**config.mk**
```make
export PLATFORM = sky130hd
export DESIGN_NAME = fix_to_fp_11_6
export DESIGN_NICKNAME = d
export VERILOG_FILES = /design/src/rtl/fix_to_fp_11_6.sv
export SDC_FILE = /design/constraint.sdc
export NUM_CORES = 1
export LEC_CHECK = 0
export CAP_MARGIN = 10
export CELL_PAD_IN_SITES_DETAIL_PLACEMENT = 1
export CELL_PAD_IN_SITES_GLOBAL_PLACEMENT = 2
export CORE_MARGIN = 5
export CORE_UTILIZATION = 32
export CTS_BUF_LIST = sky130_fd_sc_hd__clkbuf_4
export CTS_CLUSTER_SIZE = 20
export DETAILED_ROUTE_END_ITERATION = 8
export HOLD_SLACK_MARGIN = 0.03
export PLACE_DENSITY = 0.77
export SYNTH_ARGS = -nofsm -noshare
export SYNTH_HDL_FRONTEND = slang
export SYNTH_SLANG_ARGS = --single-unit
```
**constraint.sdc**
```tcl
create_clock -name clk -period 2.15 [get_ports clk]
set_input_delay 0.43 -clock clk [delete_from_list [all_inputs] [get_ports clk]]
set_output_delay 0.43 -clock clk [all_outputs]
set_load 0.005 [all_outputs]
```
**src/rtl/fix_to_fp_11_6.sv**
```systemverilog
// Signed fixed-point to FloPoCo float (wE=11, wF=6), RNE rounding; FIX_TO_FP_INEXACT_EN adds out_inexact.
// Latency: 3 cycles from the input handshake to out_valid, 1 value per cycle.
// Backpressure: one global enable (!out_valid || out_ready) freezes every stage; in_ready equals it.
module fix_to_fp_11_6 #(
    parameter int IN_W      = 16,
    parameter int FRAC_BITS = 8
) (
    input  logic            clk,
    input  logic            rst_n,
    input  logic            in_valid,
    output logic            in_ready,
    input  logic [IN_W-1:0] in_data,
    output logic            out_valid,
    input  logic            out_ready,
    output logic [19:0]     out_data,
    output logic            out_inexact
);

    localparam int          EXT_W    = IN_W + 8;
    localparam logic [10:0] EXP_BASE = 11'(1023 - FRAC_BITS);

    logic w_en;

    // S1 state: sign and magnitude; the magnitude is unsigned so -2^(IN_W-1) survives
    logic            r_s1_vld;
    logic            r_s1_sign;
    logic [IN_W-1:0] r_s1_abs;
    logic [IN_W-1:0] w_s1_abs;

    // S2 state: mantissa left-aligned so its leading one sits in the MSB
    logic            r_s2_vld;
    logic            r_s2_sign;
    logic [IN_W-1:0] r_s2_norm;
    logic [10:0]     r_s2_exp;
    logic [6:0]      w_lod_pos;
    logic [IN_W-1:0] w_s2_norm;
    logic [10:0]     w_s2_exp;

    // S3 round and pack
    logic             r_out_vld;
    logic [19:0]      r_out_dat;
    logic [EXT_W-1:0] w_ext;
    logic [5:0]       w_frac;
    logic             w_guard;
    logic             w_sticky;
    logic             w_round_up;
    logic [6:0]       w_frac_rnd;
    logic [10:0]      w_exp_rnd;
    logic             w_nonzero;
    logic [19:0]      w_s3_dat;

    assign w_en     = !r_out_vld || out_ready;
    assign in_ready = w_en;

    assign w_s1_abs = in_data[IN_W-1] ? -in_data : in_data;

    always_ff @(posedge clk or negedge rst_n) begin
        if (!rst_n) begin
            r_s1_vld  <= 1'b0;
            r_s1_sign <= 1'b0;
            r_s1_abs  <= '0;
        end else if (w_en) begin
            r_s1_vld  <= in_valid;
            r_s1_sign <= in_data[IN_W-1];
            r_s1_abs  <= w_s1_abs;
        end
    end

    always_comb begin
        w_lod_pos = '0;
        for (int i = 0; i < IN_W; i++) begin
            if (r_s1_abs[i]) begin
                w_lod_pos = 7'(i);
            end
        end
    end

    assign w_s2_norm = r_s1_abs << (7'(IN_W - 1) - w_lod_pos);
    assign w_s2_exp  = EXP_BASE + 11'(w_lod_pos);

    always_ff @(posedge clk or negedge rst_n) begin
        if (!rst_n) begin
            r_s2_vld  <= 1'b0;
            r_s2_sign <= 1'b0;
            r_s2_norm <= '0;
            r_s2_exp  <= '0;
        end else if (w_en) begin
            r_s2_vld  <= r_s1_vld;
            r_s2_sign <= r_s1_sign;
            r_s2_norm <= w_s2_norm;
            r_s2_exp  <= w_s2_exp;
        end
    end

    // Zero-padding on the right keeps six fraction bits plus guard available even for narrow inputs.
    // A zero input normalizes to all zeros, so the MSB doubles as the nonzero flag.
    assign w_ext      = {r_s2_norm, 8'b0};
    assign w_nonzero  = r_s2_norm[IN_W-1];
    assign w_frac     = w_ext[EXT_W-2 -: 6];
    assign w_guard    = w_ext[EXT_W-8];
    assign w_sticky   = |w_ext[EXT_W-9:0];
    assign w_round_up = w_guard && (w_sticky || w_frac[0]);
    assign w_frac_rnd = {1'b0, w_frac} + {6'b0, w_round_up};
    assign w_exp_rnd  = r_s2_exp + {10'b0, w_frac_rnd[6]};
    assign w_s3_dat   = w_nonzero ? {2'b01, r_s2_sign, w_exp_rnd, w_frac_rnd[5:0]} : 20'h00000;

    always_ff @(posedge clk or negedge rst_n) begin
        if (!rst_n) begin
            r_out_vld <= 1'b0;
            r_out_dat <= '0;
        end else if (w_en) begin
            r_out_vld <= r_s2_vld;
            r_out_dat <= w_s3_dat;
        end
    end

    assign out_valid = r_out_vld;
    assign out_data  = r_out_dat;

`ifdef FIX_TO_FP_INEXACT_EN
    logic r_out_inx;

    always_ff @(posedge clk or negedge rst_n) begin
        if (!rst_n) begin
            r_out_inx <= 1'b0;
        end else if (w_en) begin
            r_out_inx <= w_guard || w_sticky;
        end
    end

    assign out_inexact = r_out_inx;
`else
    assign out_inexact = 1'b0;
`endif

endmodule
```
# == Yosys cells after proc, flatten, opt, wreduce, memory -nomap -nowiden ==
# Index checks and enable logic that the tools add are counted.
# op_classes
shifts,1
add_sub_neg,5
muxes,17
reduce_logical,5
# ops
cell,count
7-bit two-way mux,14
19-bit two-way mux,1
16-bit two-way mux,1
16-bit negation,1
16-bit by 7-bit left shift with 16-bit output,1
10-bit by 7-bit adder with 11-bit output (first input constant),1
11-bit by 1-bit adder with 11-bit output,1
8-bit OR reduction,1
6-bit by 1-bit adder with 7-bit output,1
4-bit by 7-bit subtractor with 7-bit output (first input constant),1
1-bit logical OR,2
1-bit logical AND,1
1-bit logical NOT,1
1-bit two-way mux,1
# totals
in_bits,20
word_cells,37
regBits,68
out_inout_bits,23

# == Logic depth before layout (Yosys ltp) ==
# Gate-level depths: netlist of the first run.
# logic_depth
ltp_word,17
ltp_mapped,12
ltp_nobuf,10

# == Least setup slack after synthesis of the first run ==
# Ideal clock, no wire load.
# synth_path
kind,input to register
startpoint,input in_data[6]
endpoint,register r_s1_abs[13]
path_buffers,0
slack_ps,-103
stages,6
required_time_ps,2014
arrival_time_ps,2118
setup_time_ps,136
path_cell_list,or4_4 -> or3_4 -> or3_4 -> o41ai_2 -> xor2_1 -> o21ai_0
# synth_via
elab_chain_len,2
# synth_rtl
element,line,rtl
start: declaration,12,"input logic [IN_W-1:0] in_data,"
16-bit negation,55,assign w_s1_abs = in_data[IN_W-1] ? -in_data : in_data;
16-bit two-way mux,55,
end signal: assignment,65,r_s1_abs <= w_s1_abs;
end: declaration,27,logic [IN_W-1:0] r_s1_abs;
# Every way passes these cells.
# A chain may end at the register's enable or synchronous reset.

# == Worst setup path after layout of the first run ==
# layout_path
startpoint,register r_s1_abs[9]
endpoint,register r_s2_norm[10]
# layout_via
elab_chain_len,9
# layout_rtl
element,line,rtl
7-bit two-way mux (7 in series),72,if (r_s1_abs[i]) begin
4-bit by 7-bit subtractor with 7-bit output,78,assign w_s2_norm = r_s1_abs << (7'(IN_W - 1) - w_lod_pos);
16-bit by 7-bit left shift with 16-bit output *,78,
end signal: assignment,90,r_s2_norm <= w_s2_norm;
end: declaration,33,logic [IN_W-1:0] r_s2_norm;
# Every way passes the cells marked *; elsewhere a longest branch is shown, timed or not.

==> results of run 1 <==
==> final timing paths <==
path / end / slack, ps / cells after the start
max in group asynchronous: r_s1_abs[11] / 1000 / 3
worst max-delay path: r_s2_norm[10] / -100 / 9
worst min register to register: r_s2_norm[0] / 480 / 2
min in group asynchronous: out_data[0] / 510 / 2
worst max register to register: r_s2_norm[10] / -100 / 9
worst min-delay path: r_s1_abs[3] / 450 / 4
==> worst max-delay path: stages, from the launching register on <==
cell                       delay [ps]
sky130_fd_sc_hd__dfrtp_1          450
sky130_fd_sc_hd__buf_4            200
sky130_fd_sc_hd__nor3_2           220
sky130_fd_sc_hd__buf_4            170
sky130_fd_sc_hd__a31oi_4          100
sky130_fd_sc_hd__inv_4            150
sky130_fd_sc_hd__mux2i_4          320
sky130_fd_sc_hd__o21ai_2          120
sky130_fd_sc_hd__a221oi_2         310
sky130_fd_sc_hd__a21oi_1          110
==> what timing repair did <==
item / 4_1_cts / 5_1_grt
gates resized for setup: 49 / 21
pin swaps: 22 / 8
cloned: 0 / 0
hold buffers: 1 / 0
setup endpoints to repair: 21 / 26
hold endpoints to repair: 19 / 0
buffers inserted: 12 / 3
==> per-layer routing <==
layer	track usage, %	vias to the layer above	part of all wire (%)
met4	6.87	0	2.3
met2	27.7	59	49
li1	-	1773	-
met1	21.1	1789	46
met3	2.29	21	2.9
met5	0	-	0
==> report_power, final <==
group          internal (mW)  switching, mW  leakage (nW)
clock                  0.362          0.464        0.0738
combinational           1.91           1.81          1.44
sequential              1.65          0.364         0.775
==> area by class of cell <==
| cell class | count | area (um^2) | share of cell area (%) |
|---|---|---|---|
| clock buffer | 10 | 75.1 | 1.41 |
| sequential | 64 | 1600 | 30.0 |
| multi-input combinational | 329 | 2200 | 41.2 |
| inverter | 12 | 51.3 | 0.961 |
| clock inverter | 6 | 60.1 | 1.13 |
| tap | 143 | 179 | 3.35 |
| timing repair buffer | 136 | 1170 | 21.9 |
==> cell families after synthesis <==
logic type	Yosys count	share of synthesized area [%]
xor+xnor	24	5.58
mux	11	3.29
fa+ha+maj	6	1.99
simple gates	162	20.0
buf+inv	41	4.85
compound gates	124	21.7
other cells	1	0.0995
flops	64	42.5
==> cells in the final DEF (no fill, tap or decap), types with 4 or more instances in the layout <==
cell,synthesis,layout
sky130_fd_sc_hd__clkbuf_4,0,10
sky130_fd_sc_hd__nor2_1,34,28
sky130_fd_sc_hd__inv_1,11,10
sky130_fd_sc_hd__xnor2_1,9,9
sky130_fd_sc_hd__nand3_1,15,15
sky130_fd_sc_hd__ha_1,6,5
sky130_fd_sc_hd__o21ai_0,45,37
sky130_fd_sc_hd__nand2b_1,8,7
sky130_fd_sc_hd__a21oi_1,16,13
sky130_fd_sc_hd__buf_4,3,88
sky130_fd_sc_hd__nor2_2,1,5
sky130_fd_sc_hd__buf_12,0,4
sky130_fd_sc_hd__clkdlybuf4s50_1,0,35
sky130_fd_sc_hd__xor2_1,15,15
sky130_fd_sc_hd__dfrtp_1,64,63
sky130_fd_sc_hd__o21ai_1,4,9
sky130_fd_sc_hd__nand2_1,77,76
sky130_fd_sc_hd__nor4_1,6,5
sky130_fd_sc_hd__a22oi_1,4,4
sky130_fd_sc_hd__o31ai_1,7,6
sky130_fd_sc_hd__a31oi_1,7,7
==> state kept, by name, summed over array words and instances (netlist names) <==
signal and count:
r_s2_norm 16, r_s2_vld 1, out_data 19, r_s1_abs 16
out_valid 1, r_s2_exp 8, r_s1_sign 1, r_s1_vld 1
r_s2_sign 1
==> through the flow <==
stage               worst slack [ps]  setup TNS [ps]  power (mW)  hold WS (ps)  cells
detailed placement              -621           -4920        5.24           425    668
finish                          -102            -550        6.55           446    700
global route                    -171           -1750        7.01           451    700
global placement                -585           -4280        5.14           410    668
CTS                            -48.2            -251        6.47           425    697
floorplan                       -103            -175        3.63           134    434
==> run summary, run 1 <==
The run finished, with violations left. The final reports fail on negative setup slack. The count of fill cells added during filler insertion was 1318; the clock period minus worst slack was 2250 ps. Yosys attributes the largest share of cell area to sky130_fd_sc_hd__dfrtp_1, sky130_fd_sc_hd__nand2_1, sky130_fd_sc_hd__o21ai_0. The count of nets left with antenna violations once routing finished came out at 0. Setup violations remaining at the end of the flow were counted as 11. For this run the aggregate overflow at the end of global routing stands at 0. Counting instances in the post-synthesis netlist gives the leading cell types as sky130_fd_sc_hd__nand2_1, sky130_fd_sc_hd__dfrtp_1, sky130_fd_sc_hd__o21ai_0. Number of antenna violations at the first check in global routing: 0. After technology mapping, the gate count stands at 433.

Setup repair after global routing could not meet its margin everywhere. Among all flip-flop cells after synthesis, the most frequent one is sky130_fd_sc_hd__dfrtp_1. In the final design database the tool counted 578 nets. The tools report the maximum achievable frequency as 444 MHz. The floorplan step set the die height to 119 um.

The first detailed-routing pass ran for 4 iterations. The run gives 14000 um^2 as the total die area. After legalization and detailed placement, the total HPWL measured 8560 um.

The run gives 3847 as the number of global-route vias before repair. In this run, CTS created clock tree buffers numbering 9. The cell area that synthesis handed to floorplanning was 3770 um^2. The largest net degree at the start of global routing is 75, and the transition time of the tightest slew-check pin is 501 ps.

The clock sink count came out at 64. In the routed design, unresolved DRC markers number 0. With fillers left out, the area of the finished cells amounts to 5340 um^2. Of all cell types, the one taking the most synthesized area is sky130_fd_sc_hd__dfrtp_1. The total number of yosys warnings was 0.

Number of input and output port buffers inserted: 40. Endpoint required time on the critical path: 2470 ps. The placed standard-cell area was 4860 um^2; the number of H-tree levels was 3.

Dividing the final minimum period by the clock period gives 105%. The vias per cell came out at 5.20. The global-route total usage across every layer is 16.4%. Fraction of final layout cells sized beyond drive strength 1: 29.6%. The worst setup slack after layout was -102 ps. After synthesis, the largest area contributor takes up 42.5% of total cell area. The tools report the final worst clock skew as 17.0 ps. The startpoint identified for the worst hold timing path is in_data[3]. In this run the worst path has a maximum fanout of 7. The power density relative to cell area came out at 1230 nW/um^2. The min-delay analysis places its worst path in the category in2reg.

After the first detailed-routing iteration, the DRC count stood at 112. TritonCTS built the clock tree. The initial utilization of the core area, before any placement, comes to 32.9%.

The tools report the number of hold-slack violations in the final timing report as 0. The worst setup path is of the reg2reg kind. Nature of the critical path startpoint: a flop. The startpoint of the worst register-to-register path is r_s1_abs[9].

Number of enable-type register cells in the synthesized netlist: 0. Among all cell types in the netlist, the one instantiated most often is sky130_fd_sc_hd__nand2_1. The repair_antennas step left the layout with diodes totalling 0. The clock latency on the worst-skew pair was 430 ps. The tools report the origin of the worst setup path as r_s1_abs[9].

The logs give 0.842 for the placer congestion estimate and 64 for the count of different cell masters after synthesis. The clock-pin slew of the registers on the worst-case setup and hold paths is 110 ps, and the leakage power of the design is 2.28 nW. In this run the standard cell core region covers 11500 um^2. For the number of pins exceeding their max-slew limit in the final report, the log shows 0. Headroom to the max-slew limit came out at 66.6%. After synthesis, the share of flip-flops with an asynchronous set or reset is 100%.

The mean instance size in the synthesized netlist is 8.70 um^2, and the average wire length per cell after detail routing is 16.4 um. For the maximum clock path buffer count, the log shows 2. The first global-routing pass estimated 18900 um of wire.

The root buffer cell chosen for the clock tree is sky130_fd_sc_hd__clkbuf_4. During I/O placement, the number of pins put on the boundary was 43. The initialized floorplan defines 39 standard-cell rows. Relative area change from synthesis to final layout: 41.6%.

The run gives 3642 as the via total after detailed routing. The sequential share of the synthesized area came out at 42.5%. The worst setup path is captured at a flop. Across the VDD grid, the largest voltage drop is 0.590 mV. The count of state elements after synthesis is 64, and the width of the die is 119 um. The tool flagged a number of max-cap violations equal to 0.

The final core utilization was 46.5%; the wire length after detailed routing was 11500 um. Data on the critical path arrives at its endpoint at 2570 ps.
Power figures use the tool's default switching activity.
==> inputs of run 2 (changes only) <==
--- a/config.mk
+++ b/config.mk
@@ -11,6 +11,7 @@
 export CORE_MARGIN = 5
 export CORE_UTILIZATION = 32
 export CTS_BUF_LIST = sky130_fd_sc_hd__clkbuf_4
+export CTS_CLUSTER_DIAMETER = 200
 export CTS_CLUSTER_SIZE = 20
 export DETAILED_ROUTE_END_ITERATION = 8
 export HOLD_SLACK_MARGIN = 0.03
==> results of run 2 <==
The final DEF is identical to that of run 1; final timing and power are the same.
==> inputs of run 3 (changes only) <==
--- a/config.mk
+++ b/config.mk
@@ -16,6 +16,7 @@
 export DETAILED_ROUTE_END_ITERATION = 8
 export HOLD_SLACK_MARGIN = 0.03
 export PLACE_DENSITY = 0.77
+export SETUP_SLACK_MARGIN = 0.4
 export SYNTH_ARGS = -nofsm -noshare
 export SYNTH_HDL_FRONTEND = slang
 export SYNTH_SLANG_ARGS = --single-unit
==> run 3 against run 2 <==
Against the previous run:
- hold slack got worse by 27 ps
- critical path depth up 1
- non-clock buffer count is 14 higher
- clock power hardly changed
- largest cell class unchanged
- the flow still finishes with violations (negative setup slack)
- global-route usage up 1.5 points
- clock skew increased by 6.3 ps
- final area rose by 9.0%
- wire length up 13%
- total power increased by 7.3%
==> run summary, run 3 (synthesis results as in run 1) <==
The core outline area is 11500 um^2 (unchanged). The path with the worst hold slack has its endpoint at r_s1_abs[5]. The worst setup slack after layout was -102 ps (+0.212 ps). Length of the first detailed-routing pass in iterations: 4 (unchanged). The number of H-tree levels is 3 (unchanged), and the number of antenna violations at the first check in global routing is 0 (unchanged).

The tools report the final worst clock skew as 23.3 ps (+6.35 ps). Antenna violation net count after detailed routing: 0 (unchanged). The die outline height is 119 um (unchanged). TritonCTS built the clock tree.

The logs give 2620 ps (+50 ps) for the worst path arrival time and 13100 um (+13%) for the wire length after detailed routing. The width of the die was 119 um (unchanged). The top cell types in the final layout, fill and taps aside, are sky130_fd_sc_hd__buf_4, sky130_fd_sc_hd__nand2_1, sky130_fd_sc_hd__dfrtp_1, sky130_fd_sc_hd__nor2_1, sky130_fd_sc_hd__o21ai_0. The maximum fanout encountered on the critical timing path is 8 (+1), and the boundary pin count is 43 (unchanged). The setup slack of the most critical reg-to-reg path is -100 ps (about the same), and the initial cell density of the core is 32.9% (unchanged). The placed cell count was 660 (-1.2%). The detailed-route DRC error count came out at 0 (unchanged). The total non-filler cell area in the finished layout was 5820 um^2 (+9.0%); the post-detailed-placement half-perimeter wirelength was 8720 um (+1.8%). The global-route total usage across every layer came out at 17.9% (+1.5 points). The maximum vdd drop was 0.853 mV (+45%).

Clock sink count: 64 (unchanged). Number of hold-slack violations in the final timing report: 0 (unchanged). The flow ran to the end, but the final reports show violations.

The worst register-to-register path begins at r_s1_abs[14]. The number of max-cap violations was 0 (unchanged); the normalized max-slew margin was 65.7% (-0.88 points). The power density relative to cell area was 1210 nW/um^2 (-1.6%). The area growth from synthesis to layout is 54.4%. The number of inserted diodes is 0 (unchanged). The transition time of the tightest slew-check pin is 514 ps (+13.2 ps). The number of rows in the core area was 39 (unchanged).

The endpoint required time on the critical path is 2510 ps (+40 ps), and the violation count after the first detailed-routing iteration is 109 (-2.7%). For the placed standard-cell area, the log shows 4960 um^2 (+2.1%). Total die area: 14000 um^2 (unchanged).

The via total after detailed routing was 3793 (+4.1%); the leakage power of the design was 2.49 nW (+8.8%). Critical path start-end classification: reg2reg. The flip-flop count of the largest register after layout works out to 19 (unchanged).

Setup repair after global routing could not meet its margin everywhere. The tools report the number of pins exceeding their max-slew limit in the final report as 0 (unchanged). The run gives -633 ps (-11.9 ps) as the pre-CTS setup slack.

The minimum hold slack is 420 ps (-26.6 ps), and the non-filler instance count after layout is 714 (+2.0%). The min-delay analysis places its worst path in the category in2reg. The maximum clock path buffer count was 2 (unchanged).

The placer congestion estimate was 0.841 (about the same). Total CTS buffers: 9 (unchanged). The final reports fail on negative setup slack. The number of global-route vias before repair was 4020 (+4.5%). For the sum of overflow across all layers after global routing, the log shows 0 (unchanged). The final core utilization is 50.7% (+4.2 points).

In this run the most critical hold path is launched from in_data[5]. The tools report the cell at the root of the clock tree as sky130_fd_sc_hd__clkbuf_4. The maximum achievable frequency came out at 444 MHz (about the same).

The logs give 75 (unchanged) for the largest net degree at the start of global routing and 593 (+2.6%) for the net count of the finished layout. The number of cells on the worst reg-to-reg path was 10 (+1); the number of input and output port buffers inserted was 40 (unchanged). The vias per cell works out to 5.31 (+2.1%). The clock-pin slew of the registers on the worst-case setup and hold paths is 120 ps (about the same), and the fraction of final layout cells sized beyond drive strength 1 is 37.5% (+7.9 points). STA classifies the critical path startpoint as a flop. The average wire length per cell after detail routing works out to 18.3 um (+11%). Most common library cell in the layout ignoring fill and taps: sky130_fd_sc_hd__buf_4. The final-report setup violation count was 8 (-3); the ratio of final minimum period to clock period was 105% (about the same). Clock period minus worst slack: 2250 ps (-0.212 ps).

Type of element capturing the critical path: a flop. The depth of the worst hold-timing path works out to 4 (unchanged). The endpoint identified for the worst register-to-register timing path is r_s2_norm[4]. The first-pass GRT wire length was 20400 um (+8.1%); the clock latency on the worst-skew pair was 430 ps (about the same).
==> run 3: critical path, cell delays in order (launching register included) <==
cell	delay (ps)
sky130_fd_sc_hd__dfrtp_1	390
sky130_fd_sc_hd__or2_4	250
sky130_fd_sc_hd__o311a_4	320
sky130_fd_sc_hd__a31oi_4	180
sky130_fd_sc_hd__inv_4	110
sky130_fd_sc_hd__mux2i_4	230
sky130_fd_sc_hd__buf_6	140
sky130_fd_sc_hd__a211oi_4	240
sky130_fd_sc_hd__buf_4	160
sky130_fd_sc_hd__a31oi_2	40
sky130_fd_sc_hd__o21ai_1	130
==> run 3: worst max-delay path by stage <==
stage	cells past startpoint	from	endpoint
after floorplan	6	in_data[6]	r_s1_abs[13]
after global placement	7	in_data[6]	r_s1_abs[13]
after CTS	7	r_s1_abs[9]	r_s2_norm[7]
after global routing	10	r_s1_abs[14]	r_s2_norm[4]
final	10	r_s1_abs[14]	r_s2_norm[4]
after detailed placement	7	in_data[6]	r_s1_abs[13]
==> run 3: power breakdown <==
group | internal (mW) | switching, mW
registers | 1.65 | 0.390
logic | 2.06 | 2.11
clock network | 0.342 | 0.481
==> run 3: area by class of cell <==
| class | instances | area [um^2] |
|---|---|---|
| clock buffers | 9 | 67.6 |
| clock inverters | 6 | 61.3 |
| fillers | 1310 | 5650 |
| inverters | 12 | 50.0 |
| multi-input cells | 329 | 2500 |
| flip-flops and latches | 64 | 1600 |
| well taps | 143 | 179 |
| repair buffers | 150 | 1340 |
| repair inverters | 1 | 7.51 |
==> run 3: timing repair <==
action / in CTS / in global routing
pin swaps: 26 / 24
gates resized for setup: 105 / 35
cloned: 1 / 0
endpoints found under the hold margin: 19 / 0
hold buffers: 1 / 0
buffers inserted: 28 / 9
setup endpoints to repair: 59 / 39
==> run 3: metal layers <==
metal  vias up  wire (um)  track usage, %  part of all wire, %
met3        30        316            3.58                  2.4
met5         -          0               0                    0
met4         0        365            7.23                  2.8
met1      1885       5670            22.7                   43
met2        79       6710            29.8                   51
li1       1799          -               -                    -
==> run 3: through the flow <==
stage / setup TNS (ps) / power (mW)
3_3_place_gp: -3510 / 5.31
4_1_cts: -145 / 6.75
6_report: -368 / 7.03
5_1_grt: -1480 / 7.49
3_5_place_dp: -4150 / 5.43
2_1_floorplan: -193 / 3.89
